### config.mk
export PLATFORM = sky130hd
export DESIGN_NAME = instr_encoder
export DESIGN_NICKNAME = d
export VERILOG_FILES = /design/src/rtl/instr_encoder.sv
export SDC_FILE = /design/constraint.sdc
export NUM_CORES = 1
export LEC_CHECK = 0
export ABC_AREA = 1
export CORE_AREA = 8 8 177 179
export CTS_BUF_LIST = sky130_fd_sc_hd__clkbuf_4
export CTS_CLUSTER_DIAMETER = 150
export CTS_CLUSTER_SIZE = 8
export DETAILED_ROUTE_END_ITERATION = 12
export DIE_AREA = 0 0 185 187
export PLACE_DENSITY = 0.75
export SLEW_MARGIN = 20
export SYNTH_ARGS = -nofsm -noshare
export SYNTH_HDL_FRONTEND = slang
export SYNTH_SLANG_ARGS = --single-unit
### constraint.sdc
create_clock -name clk -period 5.3 [get_ports clk]
set_clock_uncertainty 0.15 [all_clocks]
set_input_delay 0.795 -clock clk [delete_from_list [all_inputs] [get_ports clk]]
set_output_delay 0.795 -clock clk [all_outputs]
set_load 0.02 [all_outputs]
### src/rtl/instr_encoder.sv
// ---------------------------------------------------------------------------
// instr_encoder
//   Turns a compact instruction request (op, rd, rs1, rs2, imm) into an RV32I
//   machine word. Each legal word is tagged with a running byte address and
//   queued in a small circular FIFO. Illegal requests are still accepted, but
//   they only raise a sticky error flag.
//
// Parameters
//   BASE_ADDR   byte address tagged on the first emitted word
//   FIFO_DEPTH  output buffer entries (power of two, >= 2)
//
// Ports
//   clk, rst               clock, synchronous active-high reset
//   in_valid / in_ready    request handshake (in_ready = buffer not full)
//   in_op                  0=ADD 1=AND 2=SLL 3=ORI 4=LB 5=SB 6=BNE 7=illegal
//   in_rd/in_rs1/in_rs2    register fields
//   in_imm                 13-bit signed immediate / branch byte offset
//   out_valid / out_ready  output handshake (out_valid = buffer not empty)
//   out_instr, out_addr    encoded word and its address at buffer head
//   err                    sticky flag, set by any rejected request
//   word_count             saturating count of output handshakes
// ---------------------------------------------------------------------------
module instr_encoder #(
    parameter logic [31:0] BASE_ADDR  = 32'h0000_0000,
    parameter int          FIFO_DEPTH = 4
) (
    input  logic        clk,
    input  logic        rst,
    input  logic        in_valid,
    output logic        in_ready,
    input  logic [2:0]  in_op,
    input  logic [4:0]  in_rd,
    input  logic [4:0]  in_rs1,
    input  logic [4:0]  in_rs2,
    input  logic [12:0] in_imm,
    output logic        out_valid,
    input  logic        out_ready,
    output logic [31:0] out_instr,
    output logic [31:0] out_addr,
    output logic        err,
    output logic [15:0] word_count
);

    localparam int PW = (FIFO_DEPTH > 2) ? $clog2(FIFO_DEPTH) : 1;
    localparam int CW = PW + 1;

    localparam logic [2:0] OP_ADD = 3'd0;
    localparam logic [2:0] OP_AND = 3'd1;
    localparam logic [2:0] OP_SLL = 3'd2;
    localparam logic [2:0] OP_ORI = 3'd3;
    localparam logic [2:0] OP_LB  = 3'd4;
    localparam logic [2:0] OP_SB  = 3'd5;
    localparam logic [2:0] OP_BNE = 3'd6;

    localparam logic [6:0] OPC_R    = 7'b0110011;
    localparam logic [6:0] OPC_I    = 7'b0010011;
    localparam logic [6:0] OPC_LOAD = 7'b0000011;
    localparam logic [6:0] OPC_S    = 7'b0100011;
    localparam logic [6:0] OPC_B    = 7'b1100011;

    typedef struct packed {
        logic [31:0] instr;
        logic [31:0] addr;
    } entry_t;

    // ------------------------------------------------------------------
    // Encoder: purely combinational, evaluated for whatever is on the input
    // ------------------------------------------------------------------
    logic [31:0] enc_instr;
    logic        enc_illegal;
    logic        imm_fits12;

    // A 12-bit immediate field can only represent in_imm if the top two bits
    // agree (bit 12 would be lost otherwise).
    assign imm_fits12 = (in_imm[12] == in_imm[11]);

    always_comb begin
        enc_instr   = '0;
        enc_illegal = 1'b0;
        unique case (in_op)
            OP_ADD: enc_instr = {7'b0000000, in_rs2, in_rs1, 3'b000, in_rd, OPC_R};
            OP_AND: enc_instr = {7'b0000000, in_rs2, in_rs1, 3'b111, in_rd, OPC_R};
            OP_SLL: enc_instr = {7'b0000000, in_rs2, in_rs1, 3'b001, in_rd, OPC_R};
            OP_ORI: begin
                enc_instr   = {in_imm[11:0], in_rs1, 3'b110, in_rd, OPC_I};
                enc_illegal = ~imm_fits12;
            end
            OP_LB: begin
                enc_instr   = {in_imm[11:0], in_rs1, 3'b000, in_rd, OPC_LOAD};
                enc_illegal = ~imm_fits12;
            end
            OP_SB: begin
                enc_instr   = {in_imm[11:5], in_rs2, in_rs1, 3'b000, in_imm[4:0], OPC_S};
                enc_illegal = ~imm_fits12;
            end
            OP_BNE: begin
                // Branch offsets are even; bit 0 has no place in the B format.
                enc_instr   = {in_imm[12], in_imm[10:5], in_rs2, in_rs1, 3'b001,
                               in_imm[4:1], in_imm[11], OPC_B};
                enc_illegal = in_imm[0];
            end
            default: enc_illegal = 1'b1;
        endcase
    end

    // ------------------------------------------------------------------
    // FIFO control
    // ------------------------------------------------------------------
    entry_t          mem_q [FIFO_DEPTH];
    logic [PW-1:0]   wr_ptr_q, wr_ptr_d;
    logic [PW-1:0]   rd_ptr_q, rd_ptr_d;
    logic [CW-1:0]   count_q,  count_d;
    logic [31:0]     addr_q,   addr_d;
    logic            err_q,    err_d;
    logic [15:0]     wcnt_q,   wcnt_d;

    logic accept, push, pop;

    function automatic logic [PW-1:0] ptr_inc(input logic [PW-1:0] p);
        return (p == PW'(FIFO_DEPTH - 1)) ? '0 : p + 1'b1;
    endfunction

    assign in_ready  = (count_q < CW'(FIFO_DEPTH));
    assign out_valid = (count_q != '0);

    assign accept = in_valid & in_ready;
    assign push   = accept & ~enc_illegal;
    assign pop    = out_valid & out_ready;

    always_comb begin
        wr_ptr_d = wr_ptr_q;
        rd_ptr_d = rd_ptr_q;
        count_d  = count_q;
        addr_d   = addr_q;
        err_d    = err_q;
        wcnt_d   = wcnt_q;

        if (push) begin
            wr_ptr_d = ptr_inc(wr_ptr_q);
            addr_d   = addr_q + 32'd4;
        end
        if (pop) begin
            rd_ptr_d = ptr_inc(rd_ptr_q);
            if (wcnt_q != 16'hFFFF) wcnt_d = wcnt_q + 16'd1;
        end
        // Push and pop in the same cycle leave occupancy alone.
        unique case ({push, pop})
            2'b10:   count_d = count_q + 1'b1;
            2'b01:   count_d = count_q - 1'b1;
            default: count_d = count_q;
        endcase
        if (accept && enc_illegal) err_d = 1'b1;
    end

    always_ff @(posedge clk) begin
        if (rst) begin
            wr_ptr_q <= '0;
            rd_ptr_q <= '0;
            count_q  <= '0;
            addr_q   <= BASE_ADDR;
            err_q    <= 1'b0;
            wcnt_q   <= '0;
        end else begin
            wr_ptr_q <= wr_ptr_d;
            rd_ptr_q <= rd_ptr_d;
            count_q  <= count_d;
            addr_q   <= addr_d;
            err_q    <= err_d;
            wcnt_q   <= wcnt_d;
        end
    end

    // Storage carries no reset; stale contents are never visible because the
    // head is only exposed while occupancy is non-zero.
    always_ff @(posedge clk) begin
        if (!rst && push) begin
            mem_q[wr_ptr_q] <= '{instr: enc_instr, addr: addr_q};
        end
    end

    assign out_instr  = out_valid ? mem_q[rd_ptr_q].instr : 32'h0;
    assign out_addr   = out_valid ? mem_q[rd_ptr_q].addr  : 32'h0;
    assign err        = err_q;
    assign word_count = wcnt_q;

endmodule

## Word-level counts from Yosys, hierarchy flattened

Memories as Yosys holds them, arrays and structs flattened. A register that Yosys moved wholly into a read port is not among the register bits.
Index checks and enable logic that the tools add are counted.

- Register bits: 56
- Memory bits (writable): 256
- Input bits: 35
- Output and inout port bits: 83
- Word-level logic and storage cells: 51
- Memories kept: 1

Memory list:

| name | words | bits a word | rd ports | clocked after memory_dff | wr ports | RTL line | text |
|---|---|---|---|---|---|---|---|
| mem_q | 4 | 64 | 1 | 1 | 1 | 109 | `entry_t mem_q [FIFO_DEPTH];` |

- Add/sub/neg operators: 6
- Magnitude comparators: 1
- Eq/ne operators: 12
- Mux-type cells: 11
- Bitwise gates (word level): 5
- Reductions and logical operators: 9

Operators with widths:

| cell | number |
|---|---|
| $pmux 32 s7 | 1 |
| $mux 32 | 2 |
| $add 32x3->32 const B | 1 |
| $add 16x1->16 const B | 1 |
| $ne 16x16->1 const B | 1 |
| $eq 3x3->1 const B | 3 |
| $mux 2 | 4 |
| $eq 2x2->1 const B | 3 |
| $eq 3x2->1 const B | 2 |
| $pmux 3 s2 | 1 |
| $reduce_or 3->1 | 2 |
| $add 2x1->2 const B | 2 |
| $add 3x1->3 const B | 1 |
| $and 1x1->1 | 3 |
| $eq 3x1->1 const B | 1 |
| $logic_not 3->1 | 1 |
| $lt 3x3->1 const B | 1 |
| $pmux 1 s3 | 1 |
| $reduce_bool 3->1 | 1 |
| $sub 3x1->3 const B | 1 |
| $eq 2x1->1 const B | 1 |
| $logic_and 1x1->1 | 2 |
| $mux 1 | 2 |
| $not 1->1 | 2 |
| 4 further kinds | 4 |

## Longest topological paths before layout

- Depth after elaboration: 8
- Gate-level depth with buffers: 14

## Worst setup path after synthesis

No wires, ideal clock.

- Kind: input -> register
- Start point: input port in_op[2]
- End point: memory mem_q[3][10] (netlist name) (enable)
- Library setup time: 0.474 ns
- Data arrival time: 3.990 ns
- Data required time: 4.676 ns
- Slack: 0.687 ns
- Stages on the path: 7
- Cells stage by stage: nand2_2 -> nor2_2 -> o21bai_4 -> nor2_8 -> buf_4 -> nand2_2 -> nor2_1

- Word-level cells in the longest chain between the ends: 8
- Elaborated cells on any way between the ends: 15
- Classes of those cells: eq/ne (6); mux (3); bitwise (2); reduce/logical (4)

RTL lines:

| what | RTL line | text |
|---|---|---|
| from (decl) | 31 | `input logic [2:0] in_op,` |
| $eq 3x3->1 (tied with other cells) | 80 | `unique case (in_op)` |
| $reduce_or 3->1 (no source line) | -- |  |
| $pmux 1 s3 * | 80 |  |
| $not 1->1 * | 127 | `assign push = accept & ~enc_illegal;` |
| $and 1x1->1 * | 127 |  |
| $logic_and 1x1->1 * | 176 | `if (!rst && push) begin` |
| $mux 1 * | 176 |  |
| $mux 1 (implied by the code) * | 177 | `mem_q[wr_ptr_q] <= '{instr: enc_instr, addr: addr_q};` |
| to (decl) | 109 |  |

Every way passes the cells marked *; elsewhere a longest branch is shown, timed or not.

==> metrics.cfg <==
[status]
run_status=completed

[route]
ant_nets=0
drt-vias-per-instance=5.10
drt_wl_total_um=28900
wl_per_cell_um=16.2
drt_first_iter_violations=696
via_count=9099
dr.pass1.iters=5
remaining_drc_errors=0

[clock_tree]
clk_pin_slew_ns=0.09
post_cts_buffers=0
clock-sinks=288
cts.htree.levels=2
cts.repair.resized=0
clk_latency_ns=0.65
cts_tree=built
postCtsHoldBufs=0
cts_root_buf=clkbuf_4
numCtsBuffers=41
cts_buffer_depth=3

[logic_synthesis]
ys.flop_type=edfxtp_1
synth-simple-area-share=0.187
synth_xor_area_frac=0.0111
ys_ff_latch=288
synthTopCellsByArea=edfxtp_1 55%, nor2_1 9.8%, dfxtp_1 8.9%
syn_inst=1259
synth_compound_area_frac=0.102
postSynth.asyncResetShare=0
synthAdderAreaFrac=0.00953
synth_top_family_by_area=simple AND/OR/NAND/NOR gates
seq_area_frac_synth=0.642
yosys-mux-area-fraction=0
synth_edf_count=232
yosysWarnings=0
synth.cell_area_um2=12600
avgSynthCellArea_um2=10.0
yosysTopAreaCellShare=0.553
synth_area_leader_cell=edfxtp_1
synth_cell_types=40

[power_and_ir_drop]
ir_drop_mv=0.302
power.density_nw_per_um2=440
intPower_uw=4040
seqPwrFrac=0.405
p_clk_frac=0.209
swShare=0.372
p_comb_frac=0.386
power_leakage_uw=0.00501
p_switching_uw=2390

[placed_design]
place_congestion=0.907
dp_hpwl_um=17200
port_buffers=113

[flow_run]
drv_cap=0

[worst_setup_path]
worstPathArrival_ns=3.37
critPathKind=reg -> out
r2r_end=mem_q[3][6]
r2r_start=count_q[2]
required_ns=4.36
regToRegSetupSlack_ns=2.61
worst_setup_path_end_kind=output port
cp_common_cell=nor2_1
crit_chain=buf_4, nor2_1, nor2_1, o21ai_0, a21oi_1, clkdlybuf4s50_1
crit_slowest_cell=buf_4
rr_worst_depth=6
slowest_delay_ns=0.84
worstSetupStartpointType=register
worstPathMaxFanout=92

[global_routing]
antenna_found_initial=1
grt_overflow=0
grt_pass1_wl_um=46300
grt_max_degree=117
grt_util_all_layers=0.166
grt_pass1_vias=8921

[floorplan]
dieArea_um2=34600
die_x_um=185
die_h_um=187
core-area_um2=28400
rows=62
ioPinCount=118
start_util=0.444

[layout]
fillCellCount=2511
final_nets=1412
layout-drive-gt1-share=0.106
utilization=0.515
syn_to_final_growth_pct=16.0

[timing]
finalHoldViolations=0
period_minus_slack_ns=4.32
fin_crit_sh=0.815
fmax_mhz=232
slew_viol_final=0
whs_ns=0.353
relSlewSlack=0.337
tightest_slew_ns=0.995
setup_viol=0
rsz0062_at_grt=false
timing.setup.tns_ns=0

[min_path]
hold_class=reg -> reg
hold-path-cell-count=2
hold_start=word_count[15]
hold_end=word_count[15]

## per-stage QoR
| stage | cell area, µm² | cells | power, µW | setup WS [ns] |
|---|---|---|---|---|
| floorplan | 12600 | 1262 | 4120 | 0.687 |
| global placement | 14100 | 1709 | 5140 | 1.56 |
| detailed placement | 14100 | 1709 | 5160 | 1.51 |
| CTS | 14600 | 1783 | 6500 | 0.930 |
| global route | 14600 | 1784 | 6800 | 0.754 |
| finish | 14600 | 1784 | 6430 | 0.981 |
## flip-flops by register name (all words and copies together), names as in the netlist, named ones only
name and count:
mem_q 232, word_count 16, count_q 3, addr_q 30, err 1, rd_ptr_q 2, wr_ptr_q 2
## layout make-up
type                       count  area, µm²  share of cell area
antenna                        1       2.50            0.000171
clock buffer                  72        541              0.0370
clock inverter                 2       7.51            0.000514
inverter                      81        307              0.0210
multi-input combinational    833       3950               0.270
sequential                   288       8090               0.554
tap                          384        480              0.0329
timing repair buffer         123       1230              0.0845
## logic make-up after synthesis
logic type	Yosys count
other	1
adder cells (fa/ha/maj)	9
XOR/XNOR	16
buffers and inverters	141
flip-flops	288
AO/OA/AOI/OAI	242
AND/OR/NAND/NOR	562
## synthesized netlist by cell type, types with 2 or more instances
cell type and number:
clkbuf_1 30, ha_1 8, inv_2 7, buf_6 3, nand2_2 11, nor2_2 7, o21ai_0 133, nand2_4 4
buf_2 14, o22ai_1 5, nor3_2 2, buf_1 4, nand3_1 15, nor2_1 329, xnor2_1 8, nand4_1 6
a21oi_1 82, o21ai_1 5, nand2_1 163, buf_4 8, xor2_1 8, edfxtp_1 232, nor3_1 10, nand3_2 11
a21oi_2 11, inv_1 74, dfxtp_1 56
## critical path: cells and delay by family, from the launching register on
| family | cells | cell delay, ns |
|---|---|---|
| buffers and inverters | 2 | 1.51 |
| flip-flops | 1 | 0.55 |
| AO/OA/AOI/OAI | 2 | 0.42 |
| AND/OR/NAND/NOR | 2 | 0.24 |
## power groups by stage
stage	logic, µW	registers, µW	clock network [µW]
2_1_floorplan	1500	2630	0
3_3_place_gp	2490	2650	0
4_1_cts	2520	2600	1380
3_5_place_dp	2510	2660	0
5_1_grt	2710	2620	1470
6_report	2480	2600	1340
## how the worst max path moves through the flow
stage          startpoint      endpoint  slack [ns]
6_report         register  out_addr[12]        0.98
5_1_grt          register  out_addr[12]        0.75
4_1_cts          register  out_addr[12]        0.93
3_5_place_dp     in_op[0]  mem_q[1][58]        1.51
3_3_place_gp     in_op[2]  mem_q[1][60]        1.56
2_1_floorplan    in_op[2]  mem_q[3][10]        0.69
## layer usage
layer,vias up,GRT usage,wire length [µm]
met5,-,0,0
met4,0,0.0530,533
met3,46,0.0319,2140
met2,317,0.281,13800
met1,4280,0.209,12500
li1,4456,-,-
## cell usage in the layout, fill, tap and decap left out, types with 6 or more instances in the layout
cell             synthesis  layout
a21oi_1                 82      82
a21oi_2                 11      11
buf_4                    8       7
clkbuf_4                 0      72
clkdlybuf4s50_1          0     113
dfxtp_1                 56      54
edfxtp_1               232     232
ha_1                     8       8
inv_1                   74      73
inv_2                    7       9
nand2_1                163     163
nand2_2                 11      11
nand3_1                 15      15
nand3_2                 11      11
nand4_1                  6       6
nor2_1                 329     325
nor2_2                   7       7
nor3_1                  10      10
o21ai_0                133     133
xnor2_1                  8       8
xor2_1                   8       8
(Power assumes the default switching activity.)
